**src/rtl/picorv32_mem_arbiter.sv**
```systemverilog
// Two-master round-robin arbiter for the picorv32 native memory bus, with a slave watchdog.
// Latency: one arbitration cycle (request seen in IDLE -> slave valid next cycle), then slave latency.
// Backpressure: the granted master waits on s_mem_ready_i; the other master sees ready=0 until its grant.
module picorv32_mem_arbiter #(
    parameter int TIMEOUT   = 255,
    parameter int TIMEOUT_W = 8
) (
    input  logic        clk_i,
    input  logic        rst_i,
    input  logic        m0_mem_valid_i,
    input  logic        m0_mem_instr_i,
    input  logic [31:0] m0_mem_addr_i,
    input  logic [31:0] m0_mem_wdata_i,
    input  logic [3:0]  m0_mem_wstrb_i,
    output logic        m0_mem_ready_o,
    output logic [31:0] m0_mem_rdata_o,
    input  logic        m1_mem_valid_i,
    input  logic        m1_mem_instr_i,
    input  logic [31:0] m1_mem_addr_i,
    input  logic [31:0] m1_mem_wdata_i,
    input  logic [3:0]  m1_mem_wstrb_i,
    output logic        m1_mem_ready_o,
    output logic [31:0] m1_mem_rdata_o,
    output logic        s_mem_valid_o,
    output logic        s_mem_instr_o,
    output logic [31:0] s_mem_addr_o,
    output logic [31:0] s_mem_wdata_o,
    output logic [3:0]  s_mem_wstrb_o,
    input  logic        s_mem_ready_i,
    input  logic [31:0] s_mem_rdata_i,
    output logic [1:0]  grant_o,
    output logic        busy_o,
    output logic        timeout_o
);

    typedef enum logic [1:0] {
        IDLE = 2'd0,
        GNT0 = 2'd1,
        GNT1 = 2'd2
    } state_t;

    localparam bit                   WD_EN   = (TIMEOUT != 0);
    localparam logic [TIMEOUT_W-1:0] TO_VAL  = TIMEOUT_W'(TIMEOUT);
    localparam logic [TIMEOUT_W-1:0] CNT_MAX = '1;

    state_t               state_q, state_d;
    logic                 last_q, last_d;     // last served master: 0 = m0, 1 = m1
    logic [TIMEOUT_W-1:0] cnt_q, cnt_d;

    logic        granted, sel_m1, g_valid, done, wd_fire, rsp_ready;
    logic [31:0] rsp_rdata;

    // Grant decode, bus mux, completion/watchdog detection and response routing.
    always_comb begin
        granted = (state_q == GNT0) || (state_q == GNT1);
        sel_m1  = (state_q == GNT1);
        g_valid = granted && (sel_m1 ? m1_mem_valid_i : m0_mem_valid_i);
        done    = g_valid && s_mem_ready_i;
        // A slave ready in the expiry cycle takes precedence over the watchdog.
        wd_fire = WD_EN && g_valid && !s_mem_ready_i && (cnt_q == TO_VAL);

        s_mem_valid_o = g_valid && !wd_fire;
        s_mem_instr_o = 1'b0;
        s_mem_addr_o  = 32'h0;
        s_mem_wdata_o = 32'h0;
        s_mem_wstrb_o = 4'h0;
        if (granted) begin
            s_mem_instr_o = sel_m1 ? m1_mem_instr_i : m0_mem_instr_i;
            s_mem_addr_o  = sel_m1 ? m1_mem_addr_i  : m0_mem_addr_i;
            s_mem_wdata_o = sel_m1 ? m1_mem_wdata_i : m0_mem_wdata_i;
            s_mem_wstrb_o = sel_m1 ? m1_mem_wstrb_i : m0_mem_wstrb_i;
        end

        // No ready escapes during a reset cycle: the transfer is abandoned, not completed.
        rsp_ready = !rst_i && (done || wd_fire);
        rsp_rdata = wd_fire ? 32'h0 : s_mem_rdata_i;

        m0_mem_ready_o = (state_q == GNT0) && rsp_ready;
        m0_mem_rdata_o = (state_q == GNT0) ? rsp_rdata : 32'h0;
        m1_mem_ready_o = (state_q == GNT1) && rsp_ready;
        m1_mem_rdata_o = (state_q == GNT1) ? rsp_rdata : 32'h0;

        grant_o   = {state_q == GNT1, state_q == GNT0};
        busy_o    = |grant_o;
        timeout_o = wd_fire && !rst_i;
    end

    // Next-state: round-robin pick in IDLE, locked grant until ready, withdraw or watchdog.
    always_comb begin
        state_d = state_q;
        last_d  = last_q;
        cnt_d   = cnt_q;
        case (state_q)
            IDLE: begin
                cnt_d = '0;
                if (m0_mem_valid_i && m1_mem_valid_i) begin
                    state_d = last_q ? GNT0 : GNT1;
                end else if (m0_mem_valid_i) begin
                    state_d = GNT0;
                end else if (m1_mem_valid_i) begin
                    state_d = GNT1;
                end
            end
            GNT0, GNT1: begin
                if (!g_valid || s_mem_ready_i || wd_fire) begin
                    state_d = IDLE;
                    last_d  = sel_m1;
                    cnt_d   = '0;
                end else if (WD_EN && (cnt_q != CNT_MAX)) begin
                    cnt_d = cnt_q + 1'b1;
                end
            end
            default: begin
                state_d = IDLE;
                cnt_d   = '0;
            end
        endcase
    end

    // State, last-served and watchdog registers with synchronous reset.
    always_ff @(posedge clk_i) begin
        if (rst_i) begin
            state_q <= IDLE;
            last_q  <= 1'b1;
            cnt_q   <= '0;
        end else begin
            state_q <= state_d;
            last_q  <= last_d;
            cnt_q   <= cnt_d;
        end
    end

endmodule
```
**config.mk**
```make
export PLATFORM = sky130hd
export DESIGN_NAME = picorv32_mem_arbiter
export DESIGN_NICKNAME = d
export VERILOG_FILES = /design/src/rtl/picorv32_mem_arbiter.sv
export SDC_FILE = /design/constraint.sdc
export NUM_CORES = 1
export LEC_CHECK = 0
export ABC_AREA = 1
export CORE_AREA = 5 5 118 120
export CTS_CLUSTER_DIAMETER = 100
export CTS_CLUSTER_SIZE = 16
export DETAILED_ROUTE_END_ITERATION = 10
export DIE_AREA = 0 0 123 125
export DONT_BUFFER_PORTS = 1
export GPL_ROUTABILITY_DRIVEN = 0
export PLACE_DENSITY = 0.4
export SLEW_MARGIN = 10
export SYNTH_ARGS = -nofsm -noshare
export SYNTH_HDL_FRONTEND = slang
export SYNTH_SLANG_ARGS = --single-unit
```
**constraint.sdc**
```tcl
create_clock -name clk_i -period 1.7 [get_ports clk_i]
set_input_delay 0.085 -clock clk_i [delete_from_list [all_inputs] [get_ports clk_i]]
set_output_delay 0.085 -clock clk_i [all_outputs]
set_load 0.05 [all_outputs]
```
# ---- Word level (Yosys, flattened, before mapping)
# Cells that the tools add are included.
dict set report totals {
  ff_bits 11
  input_bits 175
  output_inout_bits 140
  elab_cells 52
}
dict set report classes {
  add_sub_neg 1
  n_eq_ne 6
  mux 18
  bitwise 1
  reduce_logical 23
}
# cell n
set ops {}
lappend ops {{32-bit 2-to-1 mux} 7}
lappend ops {{1-bit logical AND} 10}
lappend ops {{2-bit 2-to-1 mux} 5}
lappend ops {{8-bit by 1-bit adder with 8-bit output (second input constant)} 1}
lappend ops {{8-bit == test (second input constant)} 1}
lappend ops {{4-bit 2-to-1 mux} 2}
lappend ops {{8-bit inequality test (second input constant)} 1}
lappend ops {{1-bit logical NOT} 4}
lappend ops {{1-bit logical OR} 4}
lappend ops {{4-bit inequality test (second input constant)} 1}
lappend ops {{2-bit one-hot mux with 2 select lines} 1}
lappend ops {{2-bit AND reduction} 2}
lappend ops {{1-bit 2-to-1 mux} 3}
lappend ops {{3-bit OR reduction} 1}
lappend ops {{2-bit by 1-bit == test with 1-bit output (second input constant)} 1}
lappend ops {{2-bit == test (second input constant)} 1}
lappend ops {{2-bit logical NOT} 1}
lappend ops {{2-bit by 1-bit inequality test with 1-bit output (second input constant)} 1}
lappend ops {{2-bit OR reduction} 1}
lappend ops {{1-bit inverter} 1}

# ---- Logic depth before layout (Yosys ltp)
dict set report depth {
  ltp_word 8
  mapped_depth 11
  ltp_nobuf 10
}

# ---- Worst setup path before layout
# No wires, ideal clock.
dict set report synth_timing {
  kind {flip-flop to output port}
  start {reg state_q[0]}
  end {out m0_mem_rdata_o[10]}
  arrival_time_ns 2.580
  t_required_ns 1.615
  slack_ns -0.965
  path_stages_with_launch 10
  path_buffers 2
  path_cell_list {dfxtp_1 inv_1 ha_1 buf_2 nand2_2 nor2_4 nand2_2 nor2_4 buf_2 nor3_1}
}
dict set report synth_between {
  elab_chain_cells 7
  elab_cells_between_ends 9
  classes_between {eq/ne: 2; mux: 3; reduce/logical: 4}
}
# element line
set synth_rtl {}
lappend synth_rtl {{from (decl)} 46} ;# state_t state_q, state_d;
lappend synth_rtl {{from (signal assigned)} 127} ;# state_q <= state_d;
lappend synth_rtl {{2-bit == test or 2-bit by 1-bit == test with 1-bit output (tied branches)} {55, 56, 79}}
lappend synth_rtl {{1-bit 2-to-1 mux or 1-bit logical OR (tied branches)} {57, 55}}
lappend synth_rtl {{1-bit logical AND} 57} ;# g_valid = granted && (sel_m1 ? m1_mem_valid_i : m0_mem_valid_i);
lappend synth_rtl {{1-bit logical AND (2 in a row)} 60} ;# wd_fire = WD_EN && g_valid && !s_mem_ready_i && (cnt_q == TO_VAL);
lappend synth_rtl {{32-bit 2-to-1 mux} 76} ;# rsp_rdata = wd_fire ? 32'h0 : s_mem_rdata_i;
lappend synth_rtl {{32-bit 2-to-1 mux (*)} 79} ;# m0_mem_rdata_o = (state_q == GNT0) ? rsp_rdata : 32'h0;
lappend synth_rtl {{to (decl)} 16} ;# output logic [31:0] m0_mem_rdata_o,
# Every way passes the cells marked *; elsewhere a longest branch is shown, timed or not.

# ---- Worst setup path after layout
dict set report layout_timing {
  start {reg state_q[0]}
  end {out m0_mem_ready_o}
}
dict set report layout_between {
  elab_chain_cells 8
  elab_cells_between_ends 11
  classes_between {eq/ne: 2; mux: 1; reduce/logical: 8}
}
# element line
set layout_rtl {}
lappend layout_rtl {{2-bit == test or 2-bit by 1-bit == test with 1-bit output (tied branches)} {55, 56, 78}}
lappend layout_rtl {{1-bit 2-to-1 mux or 1-bit logical OR (tied branches)} {57, 55}}
lappend layout_rtl {{1-bit logical AND} 57}
lappend layout_rtl {{1-bit logical AND (2 in a row)} 60}
lappend layout_rtl {{1-bit logical OR} 75} ;# rsp_ready = !rst_i && (done || wd_fire);
lappend layout_rtl {{1-bit logical AND} 75}
lappend layout_rtl {{1-bit logical AND (*)} 78} ;# m0_mem_ready_o = (state_q == GNT0) && rsp_ready;
lappend layout_rtl {{to (decl)} 15} ;# output logic m0_mem_ready_o,
# Marks and branches as above.

==> impl_metrics.json <==
{
  "outcome": "finished, violations left",
  "failed_checks": "setup timing",
  "globalRouteOverflowTotal": 0,
  "synth_adder_area_share": 0.02024,
  "remaining_drc_errors": 0,
  "worst_setup_path_start_kind": "register",
  "drt_iter0_drc": 115,
  "grt.total_usage": 0.1855,
  "timing_worst_setup_path_type": "reg -> out",
  "ys_types": 24,
  "post_synthesis_simple_gate_area_fraction": 0.5486,
  "largest_family_of_logic_cells_by_synthesized_area": "simple AND/OR/NAND/NOR gates",
  "path_max_fanout": 3,
  "power_mw": 13.00,
  "syn_inst": 431,
  "cts_tree": "yes",
  "die_w_um": 123,
  "netlist.top_cell.by_area": "sky130_fd_sc_hd__nor2_1",
  "setup-violations-final": 135,
  "peak_ir_drop_on_the_vdd_network_uv": 1045,
  "num_antenna_cells": 0,
  "timing_hold_violations_final": 0,
  "layout-area-overhead-vs-synth_pct": 216.4,
  "tightestPinTransition_ns": 0.4014,
  "starting_density_of_the_core": 0.1920,
  "hp-class": "in -> reg",
  "synthesis.yosys.warnings": 0,
  "mostFrequentLayoutCell": "sky130_fd_sc_hd__buf_12",
  "fmax_ghz": 0.5092,
  "dp_cells": 742,
  "yosys_top_cell_area_share": 0.2293,
  "ys_async_sr_fraction": 0,
  "placement.io_buffers": 0,
  "drv.max_cap_violation_count": 0,
  "cts_num_sinks": 11,
  "finalWorstPathRequiredPeriod_ns": 1.964,
  "vias": 3782,
  "drive_gt1_frac": 0.7393,
  "vias_in_the_first_global_route": 3991,
  "post_synth.cell_area_avg_um2": 5.736,
  "cp.arrival_ns": 1.88,
  "final_critical_path_setup_slack_ns": -0.2641,
  "route.antenna.remaining_nets": 0,
  "slew_headroom": 0.7324,
  "grt_start_max_net_pins": 37,
  "cts_inserted_buffers": 3,
  "synth-compound-area-share": 0.1630,
  "top_reg_cell_synth": "sky130_fd_sc_hd__dfxtp_1",
  "grt_pass1_wl_um": 22540,
  "clockBufferDepth": 2,
  "dieHeight_um": 125,
  "floorplan.die_area_mm2": 0.01538,
  "rsz0062_at_grt": "true",
  "core_mm2": 0.01287,
  "worst_clock_skew_ns": 0.001791,
  "final_report_max_slew_violation_count": 0,
  "postRouteWirelength_um": 16050,
  "timing.critical_path.to_type": "output pin",
  "clock_insertion_delay_worst_skew_ns": 0.24,
  "num-nets-final": 786,
  "power.density_cell_area_mw_per_mm2": 1661,
  "power.leakage_nw": 2.904,
  "cts.reportedPaths.clkPinSlew_ns": 0.04,
  "synth.yosys.seq_area_share": 0.08907,
  "fin_worst_hold_slack_ns": 0.04633,
  "detailed_place_hpwl_um": 12150,
  "synth_xor_area_frac": 0.003543,
  "viasPerCell": 4.836,
  "first_pass_iters": 5,
  "cts.htree.levels": 1,
  "ctsRootBufferMaster": "sky130_fd_sc_hd__clkbuf_16",
  "fin_cells": 782,
  "synth.area.mux_share": 0,
  "required_ns": 1.62,
  "synth_area_mm2": 0.002472,
  "layout.cells.most_common_list": "144 x sky130_fd_sc_hd__buf_12, 79 x sky130_fd_sc_hd__nor2_4, 64 x sky130_fd_sc_hd__nor3_4",
  "timing.final.crit_share": 1.155,
  "antenna_violations_before_repair": 0,
  "synth-seq-cells": 11,
  "synth_edf_count": 0,
  "wl_per_cell_um": 20.52,
  "row_count": 42,
  "synth.area.top_cells": "sky130_fd_sc_hd__nor2_1 23%, sky130_fd_sc_hd__nor3_2 21%, sky130_fd_sc_hd__o21ai_0 15%",
  "syn-num-nets": 610,
  "i_o_pins": 315
}
==> timing repair <==
action / CTS / global route
endpoints found under the setup margin: 137 / 139
resized for setup: 102 / 135
pin swaps: 27 / 35
hold buffers: 0 / 0
setup buffers: 15 / 13
cloned: 9 / 6
==> sequential cells by signal, summed over array words and instances, names as in the netlist <==
name,flops
cnt_q,8
state_q,2
last_q,1
==> critical path: stages, from the launching register on <==
cell and delay (ns):
sky130_fd_sc_hd__dfxtp_2 0.35, sky130_fd_sc_hd__inv_4 0.06, sky130_fd_sc_hd__ha_4 0.28, sky130_fd_sc_hd__nand2_4 0.05, sky130_fd_sc_hd__nor2_4 0.09, sky130_fd_sc_hd__buf_4 0.11
sky130_fd_sc_hd__buf_6 0.07, sky130_fd_sc_hd__buf_4 0.10, sky130_fd_sc_hd__o211ai_1 0.08, sky130_fd_sc_hd__buf_4 0.17, sky130_fd_sc_hd__nor2_4 0.12, sky130_fd_sc_hd__buf_12 0.14
==> worst paths after layout <==
| path | startpoint | endpoint | slack, ns | cells past startpoint |
|---|---|---|---|---|
| hold / removal | rst_i | last_q | 0.05 | 2 |
| setup reg to reg | state_q[0] | state_q[0] | 0.04 | 12 |
| setup / recovery | state_q[0] | m0_mem_ready_o | -0.26 | 11 |
| hold reg to reg | last_q | last_q | 0.46 | 2 |
==> synth_stat cells, types with 3 or more instances <==
cell,n
sky130_fd_sc_hd__dfxtp_1,11
sky130_fd_sc_hd__buf_2,11
sky130_fd_sc_hd__nand2_1,12
sky130_fd_sc_hd__inv_1,45
sky130_fd_sc_hd__clkbuf_1,18
sky130_fd_sc_hd__nand4_1,3
sky130_fd_sc_hd__nor2_4,4
sky130_fd_sc_hd__buf_12,6
sky130_fd_sc_hd__a21oi_1,6
sky130_fd_sc_hd__o21ai_0,73
sky130_fd_sc_hd__ha_1,4
sky130_fd_sc_hd__nor3_1,17
sky130_fd_sc_hd__nand3_1,7
sky130_fd_sc_hd__nor3_2,51
sky130_fd_sc_hd__nor2_1,151
sky130_fd_sc_hd__nand2_2,4
==> area by class of cell <==
cell class / count / area (um^2)
Clock buffer: 4 / 78.83
Fill cell: 1003 / 5051
Inverter: 45 / 187.7
Multi-Input combinational cell: 337 / 3301
Sequential cell: 11 / 227.7
Tap cell: 176 / 220.2
Timing Repair Buffer: 209 / 3809
==> per-stage QoR <==
step	area (um^2)	setup TNS, ns	util	setup WS [ns]
6_report	7824	-21.60	0.6077	-0.2641
3_5_place_dp	6564	-1.115	0.5098	-0.1136
2_1_floorplan	3550	-12.74	-	-0.2699
3_3_place_gp	6564	-0.2235	0.5098	-0.08015
5_1_grt	7824	-30.27	0.6077	-0.3242
4_1_cts	7278	-28.48	0.5653	-0.2654
==> power breakdown <==
| group | total [mW] | internal (mW) | switching [mW] |
|---|---|---|---|
| registers | 0.313 | 0.290 | 0.0235 |
| clock network | 0.432 | 0.315 | 0.117 |
| logic | 12.3 | 5.59 | 6.66 |
| total | 13.0 | 6.20 | 6.80 |
==> cell families (layout without fill, tap and decap cells) <==
group / count (synthesis) / after routing
buffers and inverters: 83 / 258
flip-flops: 11 / 11
adder cells (fa/ha/maj): 4 / 4
AO/OA/AOI/OAI: 80 / 80
XOR/XNOR: 1 / 1
AND/OR/NAND/NOR: 252 / 252
==> layer usage <==
layer | vias to the layer above | wire length [um] | global-route usage
li1 | 1765 | - | -
met1 | 1771 | 5438 | 0.1972
met2 | 214 | 8916 | 0.3564
met3 | 32 | 1222 | 0.04291
met4 | 0 | 468 | 0.05407
met5 | - | 0 | 0
No activity file was read; power rests on OpenSTA's default activity.
